File: src/rtl/seq_div.sv
// seq_div -- sequential unsigned integer divider (restoring shift-subtract).
//
// Produces one quotient bit per clock, so a division takes WIDTH edges from
// the accepting edge to the done pulse. Division by zero skips the loop and
// completes after a single edge with quotient = all ones and
// remainder = dividend, matching RISC-V DIVU/REMU. Signed division is left to
// the caller (sign correction around this block).
//
// Ports:
//   clk_i           rising-edge clock
//   rst_ni          asynchronous active-low reset
//   start_i         request, sampled on a rising edge when not busy
//   dividend_i      numerator, captured with an accepted start
//   divisor_i       denominator, captured with an accepted start
//   busy_o          high while the shift-subtract loop is running
//   done_o          one-cycle pulse, results valid
//   quotient_o      registered quotient, held until the next completion
//   remainder_o     registered remainder, held likewise
//   div_by_zero_o   registered flag for the last completed operation

module seq_div #(
  parameter int unsigned WIDTH = 64
) (
  input  logic             clk_i,
  input  logic             rst_ni,
  input  logic             start_i,
  input  logic [WIDTH-1:0] dividend_i,
  input  logic [WIDTH-1:0] divisor_i,
  output logic             busy_o,
  output logic             done_o,
  output logic [WIDTH-1:0] quotient_o,
  output logic [WIDTH-1:0] remainder_o,
  output logic             div_by_zero_o
);

  localparam int unsigned CW = (WIDTH > 1) ? $clog2(WIDTH) : 1;
  localparam logic [CW-1:0] LastIter = CW'(WIDTH - 1);

  typedef enum logic [1:0] {
    IDLE = 2'd0,
    RUN  = 2'd1,
    DONE = 2'd2
  } state_e;

  state_e           state_q, state_d;
  logic [WIDTH-1:0] dividendShift_q, dividendShift_d;
  logic [WIDTH-1:0] divisor_q, divisor_d;
  logic [WIDTH-1:0] partRem_q, partRem_d;
  logic [CW-1:0]    count_q, count_d;
  logic             busy_q, busy_d;
  logic [WIDTH-1:0] quotient_q, quotient_d;
  logic [WIDTH-1:0] remainder_q, remainder_d;
  logic             divByZero_q, divByZero_d;

  // One restoring step. The partial remainder is always below the divisor, so
  // the shifted value is below twice the divisor and WIDTH+1 bits are enough:
  // the top bit of the trial difference is set exactly when it went negative.
  logic [WIDTH:0]   shifted;
  logic [WIDTH:0]   trial;
  logic             qBit;
  logic [WIDTH-1:0] nextRem;
  logic [WIDTH-1:0] nextQuot;

  assign shifted  = {partRem_q, dividendShift_q[WIDTH-1]};
  assign trial    = shifted - {1'b0, divisor_q};
  assign qBit     = ~trial[WIDTH];
  assign nextRem  = qBit ? trial[WIDTH-1:0] : shifted[WIDTH-1:0];
  // Quotient bits enter at the bottom as dividend bits leave at the top, so
  // after WIDTH steps this register holds the complete quotient.
  assign nextQuot = {dividendShift_q[WIDTH-2:0], qBit};

  always_ff @(posedge clk_i or negedge rst_ni) begin
    if (!rst_ni) begin
      state_q         <= IDLE;
      dividendShift_q <= '0;
      divisor_q       <= '0;
      partRem_q       <= '0;
      count_q         <= '0;
      busy_q          <= 1'b0;
      quotient_q      <= '0;
      remainder_q     <= '0;
      divByZero_q     <= 1'b0;
    end else begin
      state_q         <= state_d;
      dividendShift_q <= dividendShift_d;
      divisor_q       <= divisor_d;
      partRem_q       <= partRem_d;
      count_q         <= count_d;
      busy_q          <= busy_d;
      quotient_q      <= quotient_d;
      remainder_q     <= remainder_d;
      divByZero_q     <= divByZero_d;
    end
  end

  always_comb begin
    state_d         = state_q;
    dividendShift_d = dividendShift_q;
    divisor_d       = divisor_q;
    partRem_d       = partRem_q;
    count_d         = count_q;
    busy_d          = busy_q;
    quotient_d      = quotient_q;
    remainder_d     = remainder_q;
    divByZero_d     = divByZero_q;

    unique case (state_q)
      IDLE, DONE: begin
        if (start_i) begin
          state_d         = RUN;
          dividendShift_d = dividend_i;
          divisor_d       = divisor_i;
          partRem_d       = '0;
          count_d         = '0;
          // A zero divisor passes through RUN for one edge without being
          // reported as busy.
          busy_d          = (divisor_i != '0);
        end else begin
          state_d = IDLE;
        end
      end

      RUN: begin
        if (divisor_q == '0) begin
          state_d     = DONE;
          busy_d      = 1'b0;
          quotient_d  = '1;
          remainder_d = dividendShift_q;
          divByZero_d = 1'b1;
        end else begin
          dividendShift_d = nextQuot;
          partRem_d       = nextRem;
          count_d         = count_q + 1'b1;
          if (count_q == LastIter) begin
            state_d     = DONE;
            busy_d      = 1'b0;
            quotient_d  = nextQuot;
            remainder_d = nextRem;
            divByZero_d = 1'b0;
          end
        end
      end

      default: begin
        state_d = IDLE;
        busy_d  = 1'b0;
      end
    endcase
  end

  assign busy_o        = busy_q;
  assign done_o        = (state_q == DONE);
  assign quotient_o    = quotient_q;
  assign remainder_o   = remainder_q;
  assign div_by_zero_o = divByZero_q;

endmodule

File: config.mk
export PLATFORM = sky130hd
export DESIGN_NAME = seq_div
export DESIGN_NICKNAME = d
export VERILOG_FILES = /design/src/rtl/seq_div.sv
export SDC_FILE = /design/constraint.sdc
export NUM_CORES = 1
export LEC_CHECK = 0
export ABC_AREA = 0
export BUFFER_PORTS_ARGS = -buffer_cell sky130_fd_sc_hd__buf_4
export CORE_ASPECT_RATIO = 1.1
export CORE_MARGIN = 5
export CORE_UTILIZATION = 55
export DETAILED_ROUTE_END_ITERATION = 16
export PLACE_DENSITY = 0.78
export SLEW_MARGIN = 15
export SYNTH_ARGS = -nofsm -noshare
export SYNTH_HDL_FRONTEND = slang
export SYNTH_SLANG_ARGS = --single-unit
export TNS_END_PERCENT = 1
File: constraint.sdc
create_clock -name clk_i -period 3.9 [get_ports clk_i]
set_input_delay 0.78 -clock clk_i [delete_from_list [all_inputs] [get_ports clk_i]]
set_output_delay 0.78 -clock clk_i [all_outputs]
set_load 0.005 [all_outputs]
== Word-level counts from Yosys, hierarchy flattened ==
Index checks and enable logic that the tools add are counted.
Word-level totals
  register bits after elaboration: 330
  logic and storage cells: 51
Cells by class
  add/subtract/negate cells: 2
  equality and inequality tests: 6
  multiplexer cells: 23
  bitwise operators: 1
  reductions and logical operators: 10
Operators by type and width (number)
  $mux 64: 9
  $pmux 64 s2: 2
  $sub 65x64->65: 1
  $logic_not 64->1: 1
  $reduce_bool 64->1: 1
  $mux 6: 2
  $pmux 6 s2: 1
  $add 6x1->6 const B: 1
  $eq 6x6->1 const B: 1
  $reduce_and 2->1: 3
  $mux 1: 5
  $mux 2: 2
  $ne 2x2->1 const B: 2
  $pmux 2 s2: 1
  $reduce_bool 2->1: 2
  $ne 3x3->1 const B: 1
  $reduce_and 3->1: 1
  $eq 2x1->1 const B: 1
  $eq 2x2->1 const B: 1
  $logic_not 2->1: 1
  $pmux 1 s2: 1
  $reduce_or 2->1: 1
  $not 1->1: 1

== Depth between registers and ports, before layout ==
  depth in word-level cells: 4
  depth in mapped cells: 14
  depth with buffers taken out: 13

== Least setup slack after synthesis ==
No wires, ideal clock.
  path kind: reg-to-reg
  start: register dividendShift_q[63]
  end: register remainder_q[58], in the netlist remainder_o[58]
  setup time: 0.066 ns
  data arrival time: 3.177 ns
  data required time: 3.834 ns
  path slack: 0.657 ns
  cell stages (with the launch flop): 15
  buffers on the path: 1
  period minus slack after synthesis: 3.243 ns
  cells stage by stage: dfrtp_1 inv_1 ha_1 fa_1 nand2b_1 a21oi_1 o21ai_0 o41ai_4 a211oi_2 o21ai_4 xor2_4 buf_4 nand3_1 mux2_2 nand2_1
Between the ends
  cells in the longest elaborated chain, start to end: 4
RTL lines
  start, declared: line 46  | logic [WIDTH-1:0] dividendShift_q, dividendShift_d;
  start signal, assigned: line 85  | dividendShift_q <= dividendShift_d;
  $sub 65x64->65: line 65  | assign trial = shifted - {1'b0, divisor_q};
  $mux 64: line 67  | assign nextRem = qBit ? trial[WIDTH-1:0] : shifted[WIDTH-1:0];
  $mux 64: line 134  | if (count_q == LastIter) begin
  $mux 64: line 124  | if (divisor_q == '0) begin
  end signal, assigned: line 91  | remainder_q <= remainder_d;
  end, declared: line 52  | logic [WIDTH-1:0] remainder_q, remainder_d;
No other way between the ends. The select of a mux whose other input is x is not followed.
A chain may end at the register's enable or synchronous reset.

== Final worst setup path ==
  start: register partRem_q[14]
  end: register remainder_q[60], in the netlist remainder_o[60]
Between the ends
  cells in the longest elaborated chain, start to end: 4
RTL lines
  start, declared: line 48  | logic [WIDTH-1:0] partRem_q, partRem_d;
  start signal, assigned: line 87  | partRem_q <= partRem_d;
  $sub 65x64->65: line 65
  $mux 64: line 67
  $mux 64: line 134
  $mux 64: line 124
No other way between the ends. The select of a mux whose other input is x is not followed.

==> results_dict.tcl <==
set metrics [dict create \
    vias_per_cell 6.29 \
    critPathKind "reg -> reg" \
    synth_area_per_cell_um2 8.95 \
    power_frac_clock_pct 13.3 \
    dp_slack_ps 28.7 \
    final_cell_mix "330 x dfrtp_1, 307 x nand2_1, 307 x buf_4" \
    worst_slew_pin_slew_ps 940 \
    setup_viol 0 \
    grt_pass1_wl_um 95800 \
    end_kind "register" \
    layout_commonest_cell "dfrtp_1" \
    cts.sinks 330 \
    area_delta_synth_final_pct 20.9 \
    drtPass1Iterations 6 \
    finalWirelength_um 62700 \
    portBuffers 261 \
    slowest_stage "a2111oi_1" \
    gp_congestion 1.04 \
    synth_edf_count 0 \
    yosysUniqueCellTypes 74 \
    seq_area_frac_synth_pct 46.1 \
    synth_adder_area_share_pct 4.66 \
    cts-hold-fix-buffers 0 \
    clock_latency_ps 530 \
    synth_top_family_by_area "compound AO/OA/AOI/OAI gates" \
    powerDensity_nw_per_um2 1140 \
    hold_class "in -> async" \
    maxSlewViolCount 0 \
    timing.final.ws_setup_ps 116 \
    switching_share_pct 47.7 \
    yosys_register_bits 330 \
    synth_ff_type "dfrtp_1" \
    ant_nets 0 \
    die_height_um 199 \
    hold_violations 0 \
    die_w_um 182 \
    synthArstFlopShare_pct 100 \
    clk_path_buf_depth 3 \
    crit_start "partRem_q[14]" \
    pwr-share-comb_pct 60.0 \
    period_needed_ps 3780 \
    fmax_ghz 0.264 \
    wl_per_cell_um 23.4 \
    ys_warn_count 0 \
    numCtsBuffers 35 \
    grt_pass1_vias 17000 \
    floorplan.rows 69 \
    peakVddDrop_uv 674 \
    clk_pin_slew_ps 60 \
    cts_max_level 2 \
    cts_root_buffer "clkbuf_16" \
    synthXorXnorAreaFrac_pct 3.08 \
    drive_gt1_share_pct 18.0 \
    cpMostUsedCell "buf_4" \
    cp_cell_sequence "ha_1 > and4_1 > and3_1 > a221oi_2 > o41ai_4 > buf_4 > a2111oi_1 > nor2_1 > a31oi_1 > o21ai_0 > buf_4 > mux2_2 > nand2_1" \
    synth_top_cell_area_share_pct 46.1 \
    p_leak_nw 10.1 \
    track_usage_pct 33.7 \
    status "finished, final reports clean" \
    maxCapViolCount 0 \
    antenna_found_initial 0 \
    setup_tns_ps 0 \
    r2r-start "partRem_q[14]" \
    seq_power_share_pct 26.7 \
    drc_errors 0 \
    dp_hpwl_um 47500 \
    cp-start-kind "register" \
    yosys.area.top_type "dfrtp_1" \
    detail_route.iter0.violations 1583 \
    muxShareOfSynthArea_pct 2.96 \
    yosys.area_share.simple_pct 16.1 \
    switchingPower_mw 11.8 \
    period_share_pct 97.0 \
    synth_area_leaders "dfrtp_1 46%, nand2_1 6.5%, o21ai_0 4.6%, ha_1 4.5%, a21oi_1 4.0%" \
    p_int_mw 12.9 \
    grt_max_degree 147 \
    antenna_cells 0 \
    synthCells 2000 \
    fin_nets 2429 \
    worst_ep_arrival_time_ps 4240 \
    cp.required_ps 4350 \
    cp_max_fo 6 \
    vias 16900 \
    synth_compound_area_share_pct 22.6 \
    cts_tree "yes" \
    die_area_um2 36300 \
    start_util_pct 55.6 \
    max_stage_delay_ps 490 \
    netlist_area_um2 17900 \
    p_total_mw 24.7 \
    syn_nets 2197 \
    clock_skew_ps 19.1 \
    max-slew-margin-rel_pct 37.3 \
    grt_overflow_total 0 \
    pin_count 262 \
    core_area_um2 32200 \
]
worst paths after layout:
| path | endpoint | slack [ps] | cells past startpoint |
|---|---|---|---|
| min in group clk_i | divisor_q[41] | 470 | 3 |
| hold / removal | divisor_q[8] | 270 | 1 |
| max in group asynchronous | dividendShift_q[49] | 2690 | 2 |
| setup / recovery | remainder_o[60] | 120 | 13 |
| hold reg to reg | div_by_zero_o | 480 | 2 |
| setup reg to reg | remainder_o[60] | 120 | 13 |
through the flow:
stage / hold slack [ps] / cell area [um^2] / instances / util, %
2_1_floorplan: 471 / 17900 / 2000 / -
3_3_place_gp: 465 / 20500 / 2618 / 63.6
3_5_place_dp: 467 / 20500 / 2618 / 63.6
4_1_cts: 315 / 21600 / 2680 / 67.1
5_1_grt: 340 / 21600 / 2683 / 67.2
6_report: 269 / 21600 / 2683 / 67.2
critical path: cells and delay by family, from the launching register on:
kind	cells	cell delay [ps]
mux	1	270
compound gates	5	1500
buf+inv	2	340
fa+ha+maj	1	410
flops	1	440
simple gates	4	750
metal layers:
metal	GRT usage, %	share of wire, %
met1	40.5	37
met2	59.1	50
met3	4.75	6.3
met4	18.2	6.4
met5	0	0
power groups by stage:
stage / clock, mW / sequential [mW] / combinational [mW]
final: 3.27 / 6.60 / 14.8
after global routing: 3.45 / 6.72 / 16.1
after CTS: 3.31 / 6.56 / 14.5
after detailed placement: 0 / 6.59 / 14.4
after global placement: 0 / 6.55 / 14.1
after floorplan: 0 / 6.00 / 9.62
cells by family (layout without fill, tap and decap cells):
group,count (synthesis),in the layout
mux,52,52
xor+xnor,60,60
compound gates,635,635
flops,330,330
buf+inv,205,462
fa+ha+maj,66,66
simple gates,652,652
final cells by class:
type,instances,area [um^2]
Clock inverter,8,90.1
Fill cell,2638,10600
Inverter,80,300
Timing Repair Buffer,320,2560
Clock buffer,54,1030
Sequential cell,330,8260
Multi-Input combinational cell,1465,8880
Tap cell,426,533
timing repair:
action                                  4_1_cts  5_1_grt
resized for setup                             0        1
endpoints found under the setup margin        0      116
buffers inserted                              0        3
flip-flops by register name, indices dropped and copies added, names as in the netlist:
name	cells
quotient_o	64
divisor_q	64
dividendShift_q	64
remainder_o	64
partRem_q	64
div_by_zero_o	1
state_q	2
count_q	6
busy_o	1
cell usage after synthesis (36+ instances only):
cell / number
a21oi_1: 143
a31oi_1: 70
clkbuf_1: 106
dfrtp_1: 330
ha_1: 65
inv_1: 79
mux2i_1: 45
nand2_1: 310
nand3_1: 55
nor2_1: 142
nor4_1: 36
o21ai_0: 164
o22a_1: 62
(Power assumes the default switching activity.)
